<file path="src/rtl/td4_pkg.sv">
// Shared definitions for the TD4 register bank family: default widths,
// register index names and the read-select width helper.
package td4_pkg;

    localparam int TD4_DATA_W = 4;
    localparam int TD4_PC_W   = 4;

    localparam int REG_A = 0;
    localparam int REG_B = 1;

    // Smallest select width able to address n registers, never below one bit.
    function automatic int td4_sel_w(input int n);
        int w;
        w = 0;
        for (int i = 0; i < 31; i++) begin
            if ((1 << i) < n) begin
                w = i + 1;
            end
        end
        return (w < 1) ? 1 : w;
    endfunction

endpackage

</file>
<file path="src/rtl/td4_pc_counter.sv">
// Program counter with jump load and a registered one-cycle wrap pulse.
module td4_pc_counter
    import td4_pkg::*;
#(
    parameter int PC_WIDTH = TD4_PC_W
) (
    input  logic                CLK,
    input  logic                CLR,
    input  logic                EN,
    input  logic                PC_LD,
    input  logic [PC_WIDTH-1:0] LOAD_VAL,
    output logic [PC_WIDTH-1:0] PC,
    output logic                PC_WRAP
);

    logic [PC_WIDTH-1:0] pc_q;
    logic                wrap_q;

    // A jump always clears the wrap pulse, even a jump to zero; only the
    // increment from all-ones raises it. With EN low the pulse is held.
    always_ff @(posedge CLK or posedge CLR) begin
        if (CLR) begin
            pc_q   <= '0;
            wrap_q <= 1'b0;
        end else if (EN) begin
            if (PC_LD) begin
                pc_q   <= LOAD_VAL;
                wrap_q <= 1'b0;
            end else begin
                pc_q   <= pc_q + PC_WIDTH'(1);
                wrap_q <= &pc_q;
            end
        end
    end

    assign PC      = pc_q;
    assign PC_WRAP = wrap_q;

endmodule

</file>
<file path="src/rtl/td4_reg_bank.sv">
// TD4 register bank: NUM_REGS general registers, program counter, carry flag
// and a sticky error for writes that strobe more than one register.
module td4_reg_bank
    import td4_pkg::*;
#(
    parameter  int WIDTH    = TD4_DATA_W,
    parameter  int NUM_REGS = 2,
    parameter  int PC_WIDTH = TD4_PC_W,
    localparam int SEL_W    = td4_sel_w(NUM_REGS)
) (
    input  logic                      CLK,
    input  logic                      CLR,
    input  logic                      EN,
    input  logic [NUM_REGS-1:0]       LD,
    input  logic [WIDTH-1:0]          D,
    input  logic [SEL_W-1:0]          RSEL,
    output logic [WIDTH-1:0]          RDATA,
    output logic [NUM_REGS*WIDTH-1:0] REGS,
    input  logic                      PC_LD,
    output logic [PC_WIDTH-1:0]       PC,
    input  logic                      C_IN,
    output logic                      C_OUT,
    output logic                      PC_WRAP,
    output logic                      ERR
);

    localparam int EXT_W = (WIDTH > PC_WIDTH) ? WIDTH : PC_WIDTH;

    logic [WIDTH-1:0]    regs_q [NUM_REGS];
    logic                carry_q;
    logic                err_q;
    logic                ld_multi;
    logic [EXT_W-1:0]    d_ext;
    logic [PC_WIDTH-1:0] pc_load;

    // Clearing the lowest set bit leaves something only when two or more
    // strobes are active at once.
    assign ld_multi = (LD & (LD - NUM_REGS'(1))) != '0;

    assign d_ext   = EXT_W'(D);
    assign pc_load = d_ext[PC_WIDTH-1:0];

    always_ff @(posedge CLK or posedge CLR) begin
        if (CLR) begin
            for (int i = 0; i < NUM_REGS; i++) begin
                regs_q[i] <= '0;
            end
            carry_q <= 1'b0;
            err_q   <= 1'b0;
        end else if (EN) begin
            if (!ld_multi) begin
                for (int i = 0; i < NUM_REGS; i++) begin
                    if (LD[i]) begin
                        regs_q[i] <= D;
                    end
                end
            end else begin
                err_q <= 1'b1;
            end
            carry_q <= C_IN;
        end
    end

    // Out-of-range selects fall through to the zero default.
    always_comb begin
        RDATA = '0;
        for (int i = 0; i < NUM_REGS; i++) begin
            if (RSEL == SEL_W'(i)) begin
                RDATA = regs_q[i];
            end
        end
    end

    always_comb begin
        REGS = '0;
        for (int i = 0; i < NUM_REGS; i++) begin
            REGS[i*WIDTH +: WIDTH] = regs_q[i];
        end
    end

    td4_pc_counter #(
        .PC_WIDTH (PC_WIDTH)
    ) u_pc (
        .CLK      (CLK),
        .CLR      (CLR),
        .EN       (EN),
        .PC_LD    (PC_LD),
        .LOAD_VAL (pc_load),
        .PC       (PC),
        .PC_WRAP  (PC_WRAP)
    );

    assign C_OUT = carry_q;
    assign ERR   = err_q;

endmodule

</file>
<file path="config.mk">
export PLATFORM = sky130hd
export DESIGN_NAME = td4_reg_bank
export DESIGN_NICKNAME = d
export VERILOG_FILES = /design/src/rtl/td4_pkg.sv /design/src/rtl/td4_pc_counter.sv /design/src/rtl/td4_reg_bank.sv
export SDC_FILE = /design/constraint.sdc
export NUM_CORES = 1
export LEC_CHECK = 0
export CORE_MARGIN = 4
export CORE_UTILIZATION = 38
export CTS_BUF_LIST = sky130_fd_sc_hd__clkbuf_8
export DETAILED_ROUTE_END_ITERATION = 7
export PLACE_DENSITY = 0.75
export SLEW_MARGIN = 15
export SYNTH_ARGS = -nofsm -noshare
export SYNTH_HDL_FRONTEND = slang
export SYNTH_HIERARCHICAL = 1
export SYNTH_SLANG_ARGS = --single-unit
</file>
<file path="constraint.sdc">
create_clock -name CLK -period 1 [get_ports CLK]
set_input_delay 0.15 -clock CLK [delete_from_list [all_inputs] [get_ports CLK]]
set_output_delay 0.15 -clock CLK [all_outputs]
set_load 0.05 [all_outputs]
</file>
==> impl_metrics.tcl <==
set metrics [dict create \
    die_area_sq_um 2638 \
    fin_ws_ns -0.2358 \
    critPathMaxFanout 2 \
    yosysMostFrequentCell "dfrtp_1" \
    setup_violations 19 \
    status "finished, violations left" \
    tightest_slew_ns 0.4002 \
    synth_top_area_cell "dfrtp_1" \
    diodes 0 \
    seq_area_sq_um 390.4 \
    synth.net_count 70 \
    drive_gt1_frac 0.7037 \
    grt_max_degree 13 \
    grt_pass1_vias 789 \
    crit_path_end_kind "primary output" \
    ir_drop_mv 1.755 \
    ctsHoldBuffers 0 \
    place_area_sq_um 1329 \
    crit_chain "mux2_4 -> buf_6" \
    synth_flop_cell "dfrtp_1" \
    final.setup_skew_ns 0.0006584 \
    relSlewSlack 0.7329 \
    total_power_mw 2.974 \
    synthArstFlopShare 1.000 \
    synth_common_cells "dfrtp_1, mux2_2, a21oi_1, inv_1, nor2_1" \
    synth_area_leaders "dfrtp_1, mux2_2, a21oi_1" \
    path_delay_family "flip-flops" \
    io_pins 31 \
    rows 15 \
    initial_utilization 0.4093 \
    overflow 0 \
    cts_tree "done" \
    syn_area_sq_um 714.4 \
    crit_type "flop to primary output" \
    finalHoldViolations 0 \
    synth-seq-cells 15 \
    drc 0 \
    core_area_sq_um 1745 \
    grt_pass1_wl_um 3815 \
    yosysTopAreaCellShare 0.5254 \
    fin_hold_ws_ns 0.1419 \
    clockBufferDepth 2 \
    timing.final.crit_period_ns 1.236 \
    ys_seq_area_frac 0.5254 \
    cts_htree_levels 1 \
    cts-root-buf "clkbuf_8" \
    syn_avg_cell_area_sq_um 12.53 \
    cp_slowest_cell "dfrtp_2" \
    insertion_delay_ns 0.25 \
    cts_buffers 3 \
    cts.sinks 15 \
    wl_per_cell_um 18.76 \
    vias 679 \
    synth_cell_type_count 22 \
    drt.antenna.violating_nets 0 \
    slowest_delay_ns 0.41 \
    via_per_inst 5.105 \
    dr.pass1.iters 4 \
    cp-start-kind "flop" \
    nFillCells 83 \
    track_usage 0.1971 \
    max_cap_violations 0 \
    fmax_mhz 809.2 \
    grt_setup_unrepaired "yes" \
    pwr_density_cell_nw_per_um2 1982 \
    fin_area_sq_um 1500 \
    multiInputGateArea_sq_um 376.6 \
    hold_path_class "input pin to asynchronous set/reset pin" \
    synth_edf_count 0 \
    area_growth_pct 110.0 \
    gp_congestion 0.7071 \
    clk_pin_slew_ns 0.07 \
    die_h_um 51.36 \
    yosys_warnings 6 \
    synthCells 57 \
    crit_arrival_ns 1.09 \
    routed_wl_um 2495 \
    setup-tns-final_ns -2.119 \
    leakage_nw 0.6789 \
    drv_slew 0 \
    violations "negative setup slack" \
    cp.required_ns 0.85 \
    antenna_found_initial 0 \
    final_nets 122 \
    post-route-period-util 1.236 \
    die_width_um 51.36 \
    io_buffers 30 \
    hpwl_um 1500 \
    drt_iter0_markers 5 \
    cp_num_buf_inv 1 \
]
-- state kept, by name (all words and copies together) (netlist names) --
name,cells
ERR,1
u_pc/PC_WRAP,1
REGS,8
u_pc/PC,4
C_OUT,1
-- layout make-up --
cell class	instances	area share
Clock inverter	1	0.002502
Timing Repair Buffer	49	0.4304
Sequential cell	15	0.2602
Inverter	3	0.007506
Clock buffer	3	0.02752
Multi-Input combinational cell	37	0.2510
Tap cell	25	0.02085
-- power breakdown --
part,switching [mW],total [mW],internal (mW)
sequential,0.0873,0.807,0.720
clock,0.223,0.495,0.272
combinational,0.816,1.67,0.856
-- worst reg2reg max path, delay by kind of cell (launching register included) --
kind / cells / cell delay (ns)
AO/OA/AOI/OAI: 2 / 0.37
adder cells (fa/ha/maj): 1 / 0.17
flip-flops: 1 / 0.42
buffers and inverters: 1 / 0.13
-- layer usage --
metal	vias up	track usage	wire length [um]	part of all wire
met5	-	0	0	0
met2	27	0.3369	1290	0.52
met1	337	0.2284	1013	0.41
met4	0	0.1092	75	0.030
met3	7	0.03790	116	0.046
li1	308	-	-	-
-- stage by stage --
step                utilization  setup slack, ns  instances
global route             0.8595          -0.2756        133
floorplan                     -          -0.1324         57
global placement         0.7613          -0.4182        124
finish                   0.8595          -0.2358        133
CTS                      0.8394          -0.2291        132
detailed placement       0.7613          -0.4304        124
-- cells in the final DEF (no fill, tap or decap), types with 2 or more instances in the layout --
cell type,n
a21oi_2,3
nand3b_1,2
nor2_1,2
buf_6,18
mux2_2,8
dlygate4sd2_1,4
nor2b_4,2
dfrtp_1,3
dfrtp_2,12
buf_12,15
mux2_4,5
a21oi_1,2
o21ai_1,2
clkdlybuf4s50_1,7
buf_4,5
clkbuf_8,3
inv_1,4
-- cells by family after synthesis --
family / after synthesis / share of synthesized area
DFF: 15 / 0.5254
buffers and inverters: 5 / 0.03852
adders and majority gates: 1 / 0.01751
and+or+nand+nor: 10 / 0.08757
AOI/OAI and AO/OA: 12 / 0.1121
muxes: 14 / 0.2189
-- what timing repair did --
item	4_1_cts	5_1_grt
cloned	0	0
setup buffers	4	7
endpoints found under the setup margin	27	21
gates resized for setup	22	14
pin swaps	2	2
-- path summary, 6_finish.rpt --
| check | start | to | slack, ns | cells after the start |
|---|---|---|---|---|
| min in group CLK | LD[1] | ERR | 0.32 | 2 |
| setup reg to reg | u_pc/PC[0] | u_pc/PC[2] | -0.17 | 4 |
| max in group asynchronous | CLR | REGS[2] | 0.46 | 2 |
| hold / removal | CLR | u_pc/PC_WRAP | 0.14 | 2 |
| setup / recovery | REGS[2] | RDATA[2] | -0.24 | 2 |
| hold reg to reg | ERR | ERR | 0.56 | 1 |
Power figures use the tool's default switching activity.
